### config.mk
export PLATFORM = sky130hd
export DESIGN_NAME = rv32i_instr_decoder
export DESIGN_NICKNAME = d
export VERILOG_FILES = /design/src/rtl/rv32i_pkg.sv /design/src/rtl/rv32i_imm_gen.sv /design/src/rtl/rv32i_instr_decoder.sv
export SDC_FILE = /design/constraint.sdc
export NUM_CORES = 1
export LEC_CHECK = 0
export ABC_AREA = 1
export CORE_ASPECT_RATIO = 2
export CORE_UTILIZATION = 35
export DETAILED_ROUTE_END_ITERATION = 8
export PLACE_DENSITY = 0.78
export SYNTH_ARGS = -nofsm -noshare
export SYNTH_HDL_FRONTEND = slang
export SYNTH_HIERARCHICAL = 1
export SYNTH_SLANG_ARGS = --single-unit
### constraint.sdc
create_clock -name i_clk -period 1.45 [get_ports i_clk]
set_input_delay 0.145 -clock i_clk [delete_from_list [all_inputs] [get_ports i_clk]]
set_output_delay 0.145 -clock i_clk [all_outputs]
set_load 0.01 [all_outputs]
### src/rtl/rv32i_pkg.sv
// Shared RV32I decode definitions: opcodes, funct7 constants, format codes
// and the opcode-to-format mapping used by the decoder.
package rv32i_pkg;

  localparam logic [6:0] OPC_LUI      = 7'b0110111;
  localparam logic [6:0] OPC_AUIPC    = 7'b0010111;
  localparam logic [6:0] OPC_JAL      = 7'b1101111;
  localparam logic [6:0] OPC_JALR     = 7'b1100111;
  localparam logic [6:0] OPC_BRANCH   = 7'b1100011;
  localparam logic [6:0] OPC_LOAD     = 7'b0000011;
  localparam logic [6:0] OPC_STORE    = 7'b0100011;
  localparam logic [6:0] OPC_OP_IMM   = 7'b0010011;
  localparam logic [6:0] OPC_OP       = 7'b0110011;
  localparam logic [6:0] OPC_MISC_MEM = 7'b0001111;
  localparam logic [6:0] OPC_SYSTEM   = 7'b1110011;

  localparam logic [6:0] F7_BASE = 7'b0000000;
  localparam logic [6:0] F7_ALT  = 7'b0100000;

  typedef enum logic [2:0] {
    FMT_R, FMT_I, FMT_S, FMT_B, FMT_U, FMT_J, FMT_INVALID
  } format_e;

  // Every listed opcode ends in 2'b11, so compressed encodings fall to INVALID.
  function automatic format_e format_of(input logic [6:0] opcode);
    case (opcode)
      OPC_OP:                                   return FMT_R;
      OPC_OP_IMM, OPC_LOAD, OPC_JALR,
      OPC_MISC_MEM, OPC_SYSTEM:                 return FMT_I;
      OPC_STORE:                                return FMT_S;
      OPC_BRANCH:                               return FMT_B;
      OPC_LUI, OPC_AUIPC:                       return FMT_U;
      OPC_JAL:                                  return FMT_J;
      default:                                  return FMT_INVALID;
    endcase
  endfunction

endpackage

### src/rtl/rv32i_imm_gen.sv
// Format-specific RV32I immediate assembly with sign extension.
// R-type and invalid encodings carry no immediate and produce zero.
module rv32i_imm_gen
  import rv32i_pkg::*;
(
  input  logic [31:7] instruction,
  input  format_e     format,
  output logic [31:0] o_imm_ext
);

  always_comb begin
    o_imm_ext = '0;
    case (format)
      FMT_I: o_imm_ext = {{20{instruction[31]}}, instruction[31:20]};
      FMT_S: o_imm_ext = {{20{instruction[31]}}, instruction[31:25], instruction[11:7]};
      FMT_B: o_imm_ext = {{19{instruction[31]}}, instruction[31], instruction[7],
                          instruction[30:25], instruction[11:8], 1'b0};
      FMT_U: o_imm_ext = {instruction[31:12], 12'b0};
      FMT_J: o_imm_ext = {{11{instruction[31]}}, instruction[31], instruction[19:12],
                          instruction[20], instruction[30:21], 1'b0};
      default: o_imm_ext = '0;
    endcase
  end

endmodule

### src/rtl/rv32i_instr_decoder.sv
// RV32I instruction decoder with a saturating illegal-instruction counter.
// Define DECODER_REG_OUT_EN to register all decode outputs (1-cycle latency).
module rv32i_instr_decoder
  import rv32i_pkg::*;
#(
  parameter int CNT_W = 16
) (
  input  logic             i_clk,
  input  logic             i_rst_n,
  input  logic             i_valid,
  input  logic [31:0]      i_instruction,
  input  logic             i_clr_cnt,
  output logic             o_valid,
  output logic [6:0]       o_opcode,
  output logic [4:0]       o_rd,
  output logic [2:0]       o_funct3,
  output logic [4:0]       o_rs1,
  output logic [4:0]       o_rs2,
  output logic [6:0]       o_funct7,
  output logic [11:0]      o_immediate,
  output logic [31:0]      o_imm_ext,
  output logic [2:0]       o_format,
  output logic             o_illegal,
  output logic [CNT_W-1:0] o_illegal_cnt
);

  // o_valid qualifies every decode output; there is no ready, the decoder never stalls.
  logic [6:0]  opcode;
  logic [2:0]  funct3;
  logic [6:0]  funct7;
  format_e     d_format;
  logic [31:0] d_imm_ext;
  logic        d_illegal;

  assign opcode   = i_instruction[6:0];
  assign funct3   = i_instruction[14:12];
  assign funct7   = i_instruction[31:25];
  assign d_format = format_of(opcode);

  rv32i_imm_gen u_imm_gen (
    .instruction (i_instruction[31:7]),
    .format      (d_format),
    .o_imm_ext   (d_imm_ext)
  );

  always_comb begin
    d_illegal = (d_format == FMT_INVALID);
    case (opcode)
      OPC_BRANCH: if (funct3 == 3'b010 || funct3 == 3'b011) d_illegal = 1'b1;
      OPC_LOAD:   if (funct3 == 3'b011 || funct3 == 3'b110 || funct3 == 3'b111) d_illegal = 1'b1;
      OPC_STORE:  if (funct3 > 3'b010) d_illegal = 1'b1;
      OPC_JALR:   if (funct3 != 3'b000) d_illegal = 1'b1;
      OPC_OP: begin
        if (funct7 != F7_BASE && funct7 != F7_ALT) d_illegal = 1'b1;
        else if (funct7 == F7_ALT && funct3 != 3'b000 && funct3 != 3'b101) d_illegal = 1'b1;
      end
      OPC_OP_IMM: begin
        // Only the shift-immediates reuse the funct7 field.
        if (funct3 == 3'b001 && funct7 != F7_BASE) d_illegal = 1'b1;
        if (funct3 == 3'b101 && funct7 != F7_BASE && funct7 != F7_ALT) d_illegal = 1'b1;
      end
      default: ;
    endcase
  end

  // Counts from the combinational flag in both output modes; clear wins over increment.
  always_ff @(posedge i_clk or negedge i_rst_n) begin
    if (!i_rst_n) begin
      o_illegal_cnt <= '0;
    end else if (i_clr_cnt) begin
      o_illegal_cnt <= '0;
    end else if (i_valid && d_illegal && o_illegal_cnt != '1) begin
      o_illegal_cnt <= o_illegal_cnt + CNT_W'(1);
    end
  end

`ifdef DECODER_REG_OUT_EN
  always_ff @(posedge i_clk or negedge i_rst_n) begin
    if (!i_rst_n) begin
      o_valid     <= 1'b0;
      o_opcode    <= '0;
      o_rd        <= '0;
      o_funct3    <= '0;
      o_rs1       <= '0;
      o_rs2       <= '0;
      o_funct7    <= '0;
      o_immediate <= '0;
      o_imm_ext   <= '0;
      o_format    <= FMT_INVALID;
      o_illegal   <= 1'b0;
    end else begin
      o_valid <= i_valid;
      if (i_valid) begin
        o_opcode    <= opcode;
        o_rd        <= i_instruction[11:7];
        o_funct3    <= funct3;
        o_rs1       <= i_instruction[19:15];
        o_rs2       <= i_instruction[24:20];
        o_funct7    <= funct7;
        o_immediate <= i_instruction[31:20];
        o_imm_ext   <= d_imm_ext;
        o_format    <= d_format;
        o_illegal   <= d_illegal;
      end
    end
  end
`else
  assign o_valid     = i_valid;
  assign o_opcode    = opcode;
  assign o_rd        = i_instruction[11:7];
  assign o_funct3    = funct3;
  assign o_rs1       = i_instruction[19:15];
  assign o_rs2       = i_instruction[24:20];
  assign o_funct7    = funct7;
  assign o_immediate = i_instruction[31:20];
  assign o_imm_ext   = d_imm_ext;
  assign o_format    = d_format;
  assign o_illegal   = d_illegal;
`endif

endmodule

* After elaboration in Yosys (flattened, before gate mapping)
Cells that the tools add are included.
** Word-level totals
- Flip-flop bits (word level) :: 16
- Output and inout bits :: 97
** Operators by class
- $add $sub $neg :: 1
- $lt $le $gt $ge :: 1
- Equality and inequality tests :: 27
- Muxes and demuxes :: 13
- Reduce and logical (&&, ||, !) cells :: 16
** Operators with widths (count)
- 32-bit case mux with 5 select lines :: 1
- 16-bit 2-to-1 mux :: 2
- 7-bit by 6-bit == test with 1-bit output, second input constant :: 4
- 7-bit == test, second input constant :: 4
- 3-bit == test, second input constant :: 6
- 3-bit case mux with 6 select lines :: 1
- 16-bit by 1-bit adder with 16-bit output, second input constant :: 1
- 16-bit != test, second input constant :: 1
- 7-bit by 5-bit == test with 1-bit output, second input constant :: 2
- 3-bit by 2-bit == test with 1-bit output, second input constant :: 4
- 1-bit logical AND :: 8
- 1-bit 2-to-1 mux :: 8
- 7-bit by 2-bit == test with 1-bit output, second input constant :: 1
- 7-bit by 4-bit == test with 1-bit output, second input constant :: 1
- 7-bit by 6-bit != test with 1-bit output, second input constant :: 1
- 7-bit nonzero test :: 1
- 3-bit by 1-bit == test with 1-bit output, second input constant :: 2
- 1-bit case mux with 6 select lines :: 1
- 5-bit OR reduction :: 1
- 3-bit by 2-bit > comparator with 1-bit output, second input constant :: 1
- 1-bit logical OR :: 3
- 3-bit != test, second input constant :: 1
- 3-bit nonzero test :: 1
- 2-bit nonzero test :: 1
- 2-bit OR reduction :: 1

* Logic depth before layout (Yosys ltp)
- Word-level depth :: 11
- Depth in mapped cells :: 15
- Gate-level depth less buffers :: 13

* Hierarchy
Netlist, hierarchy kept.
** By module, submodules not included
- rv32i_instr_decoder :: instances 1, cells an instance 264, area each 1865.5 sq um, sequential area each 400.4 sq um
- rv32i_imm_gen :: instances 1, cells an instance 92, area each 455.4 sq um, sequential area each 0.0 sq um

* Least setup slack after synthesis
No wires, ideal clock.
- Path kind :: register -> register
- Start point :: register o_illegal_cnt[0]
- End point :: register o_illegal_cnt[11]
- Library setup time :: 0.117 ns
- Arrival time :: 1.571 ns
- Required time :: 1.333 ns
- Path slack :: -0.238 ns
- Cell stages (with the launch flop) :: 11
- Path through :: dfrtp_1 ha_1 nand3_1 inv_2 nand2_1 nor3_2 a21boi_4 nand2_4 buf_12 nand3_2 nand2_1
** Between the ends
- Cells in the longest elaborated chain, start to end :: 3
- Elaborated cells between the ends (all ways) :: 6
- Classes of those cells :: add/sub (1); eq/ne (1); mux (2); reduce/logical (2)
** RTL lines
- start, declared :: RTL line rv32i_instr_decoder.sv:24 : output logic [CNT_W-1:0] o_illegal_cnt
- start signal, assigned :: RTL line rv32i_instr_decoder.sv:73 : o_illegal_cnt <= o_illegal_cnt + CNT_W'(1);
- 16-bit by 1-bit adder with 16-bit output / 16-bit != test (equally long branches) :: RTL line rv32i_instr_decoder.sv:73, rv32i_instr_decoder.sv:72
- 16-bit 2-to-1 mux / 1-bit logical AND (equally long branches) :: RTL line rv32i_instr_decoder.sv:72 : end else if (i_valid && d_illegal && o_illegal_cnt != '1) begin
- 16-bit 2-to-1 mux / 2-bit nonzero test (equally long branches)
Parallel ways exist; a longest one is shown, timed or not. The select of a mux whose other input is x is not followed.
A chain may end at the register's enable or synchronous reset.

* Worst setup path after layout
- Start point :: input port i_instruction[3]
- End point :: output port o_imm_ext[26]
** Between the ends
- Cells in the longest elaborated chain, start to end :: 5
- Elaborated cells between the ends (all ways) :: 20
- Classes of those cells :: eq/ne (16); mux (2); reduce/logical (2)
** RTL lines
- start, declared :: RTL line rv32i_instr_decoder.sv:11 : input logic [31:0] i_instruction,
- 7-bit by 5-bit == test with 1-bit output (tied with other cells) :: RTL line rv32i_pkg.sv:26 : case (opcode)
- 5-bit OR reduction / 2-bit OR reduction (equally long branches) :: RTL line rv32i_pkg.sv:26
- 3-bit case mux with 6 select lines (*) :: RTL line rv32i_pkg.sv:26
- 3-bit == test (tied with other cells) :: RTL line rv32i_imm_gen.sv:13 : case (format)
- 32-bit case mux with 5 select lines (*) :: RTL line rv32i_imm_gen.sv:13
- end, declared :: RTL line rv32i_instr_decoder.sv:21 : output logic [31:0] o_imm_ext,
Mark *: on every way between the ends. The rest lies on a longest branch, timed or not.

==> results.cfg <==
[routing]
viasPerCell = 5.12
remaining_drc_errors = 0
first_pass_iters = 4
wl_per_cell_um = 16.8
wl_um = 10600
vias = 3249
ant_nets = 0
drt-initial-drc-count = 180

[cells_and_area]
stdcell_count = 634
finalNetCount = 586
regMostFlops = o_illegal_cnt
largest_reg_flops = 16
seqCellArea_um2 = 403
layout_common_cells = buf_4 (77), buf_6 (66), clkdlybuf4s50_1 (63), nand2_1 (44), nand3_1 (38)
n_antenna_cell = 0
area_growth_pct = 120
layout-drive-gt1-share = 0.509
nFillCells = 394
final_common_cell = buf_4
top_regs = o_illegal_cnt x16
multi_input_area_um2 = 1840

[timing]
fin_skew_ns = 0.00296
finalHoldViolCount = 0
drv_slew = 0
worstMarginPinSlew_ns = 0.414
fmax_mhz = 504
post-route-period-util = 1.37
finalSetupViolations = 52
finalWorstSetupSlack_ns = -0.536
fin_hold_ws_ns = 0.227
relSlewSlack = 0.724
min_period_ns = 1.99
rsz0062_at_grt = true

[power]
seq_power_share = 0.215
irDropWorstVdd_mv = 0.353
p_int_w = 0.00144
power_density_nw_per_um2 = 418
clkPwrFrac = 0.286
comb_power_share = 0.499
switchingPower_w = 0.000697
p_sw_frac = 0.326
p_total_w = 0.00214
p_leak_nw = 2.77

[setup_path]
critical_path_class = input port to output port
crit_path_max_fanout = 6
worstSetupEndpointType = output port
crit_path_start_kind = input port
arrival_ns = 1.84
required_ns = 1.31

[synthesis]
seq_area_frac_synth = 0.173
synthXorXnorAreaFrac = 0.0377
postSynthCellCount = 356
netlist_area_um2 = 2320
syn_avg_cell_area_um2 = 6.52
ys_top_cells_by_area = dfrtp_1 (17%), buf_4 (16%), nand3_1 (14%)
yosys.area_share.adder = 0.00539
yosys.area_share.simple = 0.494
ys_warn_count = 6
synth_mux_area_frac = 0
ys_ff_latch = 16
synth_compound_area_frac = 0.0291
synth_top_area_share = 0.173
ys_types = 31
syn_nets = 393
synth_top_family_by_area = simple AND/OR/NAND/NOR gates
synth_top_area_cell = dfrtp_1

[min_path]
holdCritPathClass = input port to asynchronous set/reset pin

[floorplanning]
die_w_um = 59.6
core-area_um2 = 6360
std_cell_rows = 41
start_util = 0.365
pin_count = 133
die_h_um = 117
dieArea_um2 = 6980

[outcome]
violations = negative setup slack
status = finished, violations left

[clock_tree]
h-tree-depth = 1
cts_sinks = 16
cts.hold.buffers_added = 0
clk_pin_slew_ns = 0.05
cts_buffers = 3
cts_buffer_depth = 2
cts_tree = built
clk_latency_ns = 0.25
cts_root_buf = clkbuf_16

[placed_design]
post-place-cells = 581
pre_cts_ws_ns = -1.33
gp_congestion = 0.976
hpwl_um = 6700
numPortBuffers = 132

[global_routing]
antenna_found_initial = 0
grt_pass1_wl_um = 15400
overflow = 0
grt_pass1_vias = 3190
grt_max_degree = 33
track_usage = 0.293

[job]
maxCapViolCount = 0
==> path summary, 6_finish.rpt <==
kind	startpoint	end	slack, ns	depth (start not counted)
min	i_rst_n	o_illegal_cnt[2]	0.23	2
max	i_instruction[3]	o_imm_ext[26]	-0.54	16
max in group asynchronous	i_rst_n	o_illegal_cnt[1]	1.02	2
max reg2reg	o_illegal_cnt[0]	o_illegal_cnt[2]	-0.16	10
min in group i_clk	o_illegal_cnt[15]	o_illegal_cnt[15]	0.56	2
min reg2reg	o_illegal_cnt[15]	o_illegal_cnt[15]	0.56	2
==> per-layer routing <==
layer | vias to the layer above | track usage | routed length (µm)
met2 | 167 | 0.602 | 6210
met1 | 1543 | 0.278 | 3510
li1 | 1501 | - | -
met5 | - | 0 | 0
met4 | 0 | 0.118 | 418
met3 | 38 | 0.0275 | 504
==> cell families (layout without fill, tap and decap cells) <==
kind of cell / count (synthesis) / after routing
compound gates: 9 / 9
flops: 16 / 16
xor+xnor: 10 / 10
buf+inv: 99 / 290
fa+ha+maj: 1 / 1
simple gates: 221 / 222
==> power by group through the flow <==
stage / combinational (W) / clock, W / sequential [W]
3_5_place_dp: 0.000819 / 0 / 0.000468
4_1_cts: 0.00100 / 0.000614 / 0.000460
3_3_place_gp: 0.000809 / 0 / 0.000468
5_1_grt: 0.00112 / 0.000636 / 0.000461
2_1_floorplan: 0.000414 / 0 / 0.000473
6_report: 0.00107 / 0.000611 / 0.000461
==> synth_stat cells, drive strengths merged <==
master and number:
dfrtp 16, o21ai 4, nand2 78, clkbuf 1, nor2 40, buf 60, nand3 78, inv 38
a21oi 2, nand4 21, nor3 3, or2 1, ha 1, xnor2 1, a21boi 1, o211ai 1
o22ai 1, xor2 9
==> worst max-delay path: stages <==
cell      delay (ns)
buf_12          0.11
inv_12          0.04
nand2_4         0.04
nor2_4          0.19
nand2_2         0.09
nand3_2         0.10
nor2_4          0.06
nand2_4         0.10
buf_12          0.11
nand2_8         0.07
o211ai_4        0.19
buf_6           0.15
buf_16          0.14
buf_6           0.10
nand3_2         0.06
buf_6           0.13
==> stage by stage <==
step | TNS [ns] | cell area, µm² | utilization
final | -16.73 | 5120 | 0.804
after global routing | -20.59 | 5120 | 0.804
after CTS | -13.54 | 4920 | 0.774
after detailed placement | -58.62 | 4060 | 0.638
after global placement | -55.83 | 4060 | 0.638
after floorplan | -3.91 | 2580 | -
==> what timing repair did <==
action,in CTS,in global routing
resized for setup,328,38
pin swaps,34,16
endpoints found under the setup margin,72,62
buffers inserted,42,7
gates cloned,2,2
==> cell type report <==
class	instances	area share
Clock buffer	4	0.0174
Inverter	38	0.0357
Multi-Input combinational cell	242	0.360
Sequential cell	16	0.0787
Tap cell	86	0.0210
Timing Repair Buffer	248	0.487
(Power assumes the default switching activity.)
